===== config.mk =====
export PLATFORM = sky130hd
export DESIGN_NAME = deserializador_coma
export DESIGN_NICKNAME = d
export VERILOG_FILES = /design/src/rtl/deserializador_coma_pkg.sv /design/src/rtl/deserializador_coma_detector.sv /design/src/rtl/deserializador_coma.sv
export SDC_FILE = /design/constraint.sdc
export NUM_CORES = 1
export LEC_CHECK = 0
export CORE_UTILIZATION = 40
export DETAILED_ROUTE_END_ITERATION = 8
export MAX_ROUTING_LAYER = met4
export PLACE_DENSITY = 0.62
export SYNTH_ARGS = -nofsm -noshare
export SYNTH_HDL_FRONTEND = slang
export SYNTH_HIERARCHICAL = 1
export SYNTH_SLANG_ARGS = --single-unit

===== constraint.sdc =====
create_clock -name clk -period 1.9 [get_ports clk]
set_input_delay 0.285 -clock clk [delete_from_list [all_inputs] [get_ports clk]]
set_output_delay 0.285 -clock clk [all_outputs]
set_load 0.03 [all_outputs]

===== src/rtl/deserializador_coma_pkg.sv =====
// Shared link-layer definitions: K28.5 comma patterns, symbol framing constants
// and the receiver alignment state encoding.
package deserializador_coma_pkg;

  localparam logic [9:0] K28_5_NEG  = 10'b0011111010;
  localparam logic [9:0] K28_5_POS  = 10'b1100000101;
  localparam int         SYMBOL_BITS = 10;
  localparam logic [3:0] PHASE_LAST = 4'd10;

  typedef enum logic {
    HUNT   = 1'b0,
    LOCKED = 1'b1
  } linkStateT;

  // phase counts 1..10 bits of the symbol currently held in the shift register
  function automatic logic [3:0] nextPhase(input logic [3:0] phaseNow);
    return (phaseNow == PHASE_LAST) ? 4'd1 : phaseNow + 4'd1;
  endfunction

endpackage


===== src/rtl/deserializador_coma_detector.sv =====
// Comma detector: flags a 10-bit window equal to either running-disparity
// form of K28.5.
module deserializador_coma_detector
  import deserializador_coma_pkg::*;
#(
  parameter logic [9:0] COMMA_NEG = K28_5_NEG,
  parameter logic [9:0] COMMA_POS = K28_5_POS
) (
  input  logic [SYMBOL_BITS-1:0] word,
  output logic                   commaHit
);

  localparam logic [1:0][9:0] COMMAS = {COMMA_POS, COMMA_NEG};

  logic [1:0] matchVec;

  for (genvar gi = 0; gi < 2; gi++) begin : gMatch
    assign matchVec[gi] = (word == COMMAS[gi]);
  end

  assign commaHit = |matchVec;

endmodule


===== src/rtl/deserializador_coma.sv =====
// Serial-to-symbol front end: shifts in the line, finds the 10-bit boundary on a
// K28.5 comma and emits aligned symbols while tracking lock.
module deserializador_coma
  import deserializador_coma_pkg::*;
#(
  parameter logic [9:0] COMMA_NEG    = K28_5_NEG,
  parameter logic [9:0] COMMA_POS    = K28_5_POS,
  parameter int         MISALIGN_MAX = 2
) (
  input  logic       clk,
  input  logic       rst,
  input  logic       enb,
  input  logic       serialIn,
  output logic [9:0] symbolOut,
  output logic       symbolValid,
  output logic       isComma,
  output logic       locked,
  output logic       alignErr
);

  localparam logic [2:0] MISS_LIMIT = 3'(MISALIGN_MAX);

  linkStateT  state;
  logic [9:0] shiftReg;
  logic [3:0] phase;
  logic [2:0] missCnt;
  logic [2:0] missInc;
  logic       commaHit;

  deserializador_coma_detector #(
    .COMMA_NEG (COMMA_NEG),
    .COMMA_POS (COMMA_POS)
  ) uDetector (
    .word     (shiftReg),
    .commaHit (commaHit)
  );

  assign missInc = missCnt + 3'd1;

  always_ff @(posedge clk) begin
    if (rst) begin
      state       <= HUNT;
      shiftReg    <= '0;
      phase       <= '0;
      missCnt     <= '0;
      symbolOut   <= '0;
      symbolValid <= 1'b0;
      isComma     <= 1'b0;
      locked      <= 1'b0;
      alignErr    <= 1'b0;
    end else begin
      symbolValid <= 1'b0;
      isComma     <= 1'b0;
      alignErr    <= 1'b0;
      if (enb) begin
        shiftReg <= {shiftReg[8:0], serialIn};
        case (state)
          HUNT: begin
            if (commaHit) begin
              symbolOut   <= shiftReg;
              symbolValid <= 1'b1;
              isComma     <= 1'b1;
              phase       <= 4'd1;
              missCnt     <= '0;
              locked      <= 1'b1;
              state       <= LOCKED;
            end
          end
          LOCKED: begin
            phase <= nextPhase(phase);
            if (phase == PHASE_LAST) begin
              symbolOut   <= shiftReg;
              symbolValid <= 1'b1;
              isComma     <= commaHit;
              if (commaHit) begin
                missCnt <= '0;
              end
            end else if (commaHit) begin
              // off-boundary comma: counted only, the boundary never moves here
              alignErr <= 1'b1;
              if (missInc == MISS_LIMIT) begin
                state   <= HUNT;
                locked  <= 1'b0;
                missCnt <= '0;
              end else begin
                missCnt <= missInc;
              end
            end
          end
          default: state <= HUNT;
        endcase
      end
    end
  end

endmodule

==> results.md <==
- Compound-Gate Fraction of Synth Area: between 8 and 9%
- Most frequent cells in the layout: dfxtp_1 (31), nor2_1 (25), mux2i_1 (21)
- EDFF count, synth: 0
- Htree depth: 2
- Vias in the first global route: between 1000 and 1500
- CP endpoint kind: flop
- Synthesized area per cell: around 10 um2
- Primary FF master, synth: dfxtp_1
- DIE AREA: roughly 3600 um2
- Total power: 1.15 mW
- FP Rows: 20
- First-pass GRT wire length: 4490 um
- Setup violators final: 13
- # fillers: about 300
- Die Height: roughly 60 um
- HP Class: flop to flop
- Failing checks: setup timing
- GRT Total Usage: 18.1%
- Final worst slack: -0.135 ns
- CTS tree: yes
- Sequential cell area: 642 um2
- Port bufs: 17
- Wire per inst: roughly 13 um
- Synthesized flop and latch total: 32
- Crit-path max FO: 3
- Max-cap viol count: 0
- Worst Path Required: ~2.2 ns
- Crit path DAT: ~2.3 ns
- VDD IR max: 0.420 mV
- Synth Instances: between 100 and 150
- Clk slew on worst S/H paths: 0.09 ns
- Gr ovfl total: 0
- Clock tree buffer depth: 2
- Status: finished, violations left
- Post-synthesis adder-cell area fraction: around 1.9%
- Unrepaired setup endpoints after global routing: yes
- Nets: roughly 180
- Worst-skew pair later-pin latency: 0.33 ns
- Minimum clock period: between 2 and 2.5 ns
- Simple-gate share of the synthesized area: between 20% and 30%
- DRT iter0 DRCs: 36
- Core area: ~3100 um2
- Register area share after synthesis: between 40 and 50%
- Leak: around 0.66 nW
- Via count: around 1100
- Area grow syn2layout: 32.6%
- Num CTS Buffers: 5
- Layout cells sized above 1: about a fifth
- Starting Density: a little over two fifths
- Die extent in x: around 60 um
- Placer Congestion: 0.739
- Proportion of synthesized area in mux cells: 15.8%
- Clk sinks: 32
- Placed instance area: approximately 1700 um2
- Final Hold Fails: 0
- Area share of the largest cell type after synthesis: just under 50%
- ANT cells: 0
- Routed Antenna Nets: 0
- Most common cell after layout, fill and taps aside: dfxtp_1
- Final Cell Area: 1770 um2
- Post-Syn Nets: 141
- Routed vias/inst: around 5
- Multi-input logic area: around 680 um2
- Skew final: approximately 0.0042 ns
- Slew margin rel.: 74.1%
- Num ports: 18
- Root Driver: clkbuf_4
- DRC: 0
- Pre-CTS setup slack: -0.142 ns
- Largest family of logic cells by synthesized area: simple AND/OR/NAND/NOR gates
- Drt first pass iters: 4
- Startpoint Class: flop
- Post-layout util: 57.0%
- FFs w/ async S/R, synth: 0%
- Fin crit share: 107%
- Hold_ws: just under 0.5 ns
- Post-Synth XOR/XNOR Area: 0.657%
- Synth top area cells: dfxtp_1 (48%), mux2i_1 (16%), nor2_1 (7.0%)
- Distinct cells, synth: 33
- Mapped cell area: approximately 1300 um2
- Final HPWL DP: between 1500 and 2000 um
- Ys Warns: 6
- Final Max Tran Viols: 0
- Worst Tran Pin Value: ~0.39 ns
- DRT Wirelength: 2770 um
- CP Class: flop to flop
- Largest net degree at the start of global routing: 33
- Cell accounting for the most synthesized area: dfxtp_1
- Pwr per Cell Area: 649 nW/um2
- FMAX: around 500 MHz
- Initial antenna violation count: 0
==> timing repair <==
| action | CTS | global route |
|---|---|---|
| setup endpoints to repair | 15 | 17 |
| setup buffers | 1 | 1 |
| hold buffers | 0 | 0 |
| pin swaps | 3 | 4 |
| gates resized for setup | 4 | 4 |
==> area by class of cell <==
class                           count  area share (%)
Sequential cell                    32            36.3
Multi-Input combinational cell     92            38.4
Tap cell                           44            3.11
Clock buffer                        7            3.68
Timing Repair Buffer               35            17.9
Inverter                            3           0.636
==> sequential cells by signal, summed over array words and instances (netlist names) <==
name and cells:
state 1, alignErr 1, symbolOut 10, isComma 1, symbolValid 1, missCnt 3
locked 1, phase 4, shiftReg 10
==> kinds of logic (layout without fill, tap and decap cells) <==
kind of cell,Yosys count,in the layout
DFF,32,32
adders and majority gates,2,2
xor gates and xnor gates,1,1
AOI/OAI and AO/OA,17,17
buffers and inverters,11,45
muxes,21,21
and+or+nand+nor,51,51
==> per-layer routing <==
metal / global-route usage [%] / share of wire [%] / vias to the layer above
met5: - / 0 / -
met4: 7.64 / 2.0 / 0
met3: 7.14 / 3.4 / 9
met2: 28.4 / 50 / 22
met1: 20.3 / 45 / 520
li1: - / - / 541
==> synthesized netlist by cell type (2+ instances only) <==
cell / count
a21oi_1: 6
buf_2: 3
buf_4: 2
clkbuf_1: 3
dfxtp_1: 32
ha_1: 2
inv_1: 3
mux2i_1: 21
nand2_1: 6
nand2b_1: 2
nand4_1: 2
nor2_1: 25
nor2b_1: 2
nor3_1: 4
o21ai_0: 3
or4b_1: 2
==> where the power goes <==
| group | leakage (nW) | switching (mW) | internal, mW | total, mW |
|---|---|---|---|---|
| clock | 0.0374 | 0.221 | 0.210 | 0.430 |
| combinational | 0.360 | 0.0240 | 0.0196 | 0.0436 |
| sequential | 0.258 | 0.00149 | 0.673 | 0.674 |
| total | 0.656 | 0.246 | 0.902 | 1.15 |
==> worst max-delay path, stage by stage (launching register included) <==
cell and delay [ns]:
dfxtp_2 0.33, or4b_4 0.54, o41ai_4 0.24, buf_4 0.18, nand2_2 0.06, or4b_1 0.51
a21oi_1 0.13
==> per-stage QoR <==
step | setup TNS, ns | instances
finish | -1.30 | 213
global placement | -1.03 | 204
global route | -2.83 | 213
detailed placement | -1.37 | 204
floorplan | -0.930 | 135
CTS | -1.40 | 212
==> worst paths after layout <==
check,startpoint,end,slack (ns),cells past startpoint
setup reg to reg,shiftReg[1]$_SDFFE_PP0P_,missCnt[1]$_SDFFE_PP0P_,-0.13,6
hold reg to reg,missCnt[1]$_SDFFE_PP0P_,missCnt[1]$_SDFFE_PP0P_,0.49,2
hold / removal,missCnt[1]$_SDFFE_PP0P_,missCnt[1]$_SDFFE_PP0P_,0.49,2
setup / recovery,shiftReg[1]$_SDFFE_PP0P_,missCnt[1]$_SDFFE_PP0P_,-0.13,6
Power figures use the tool's default switching activity.
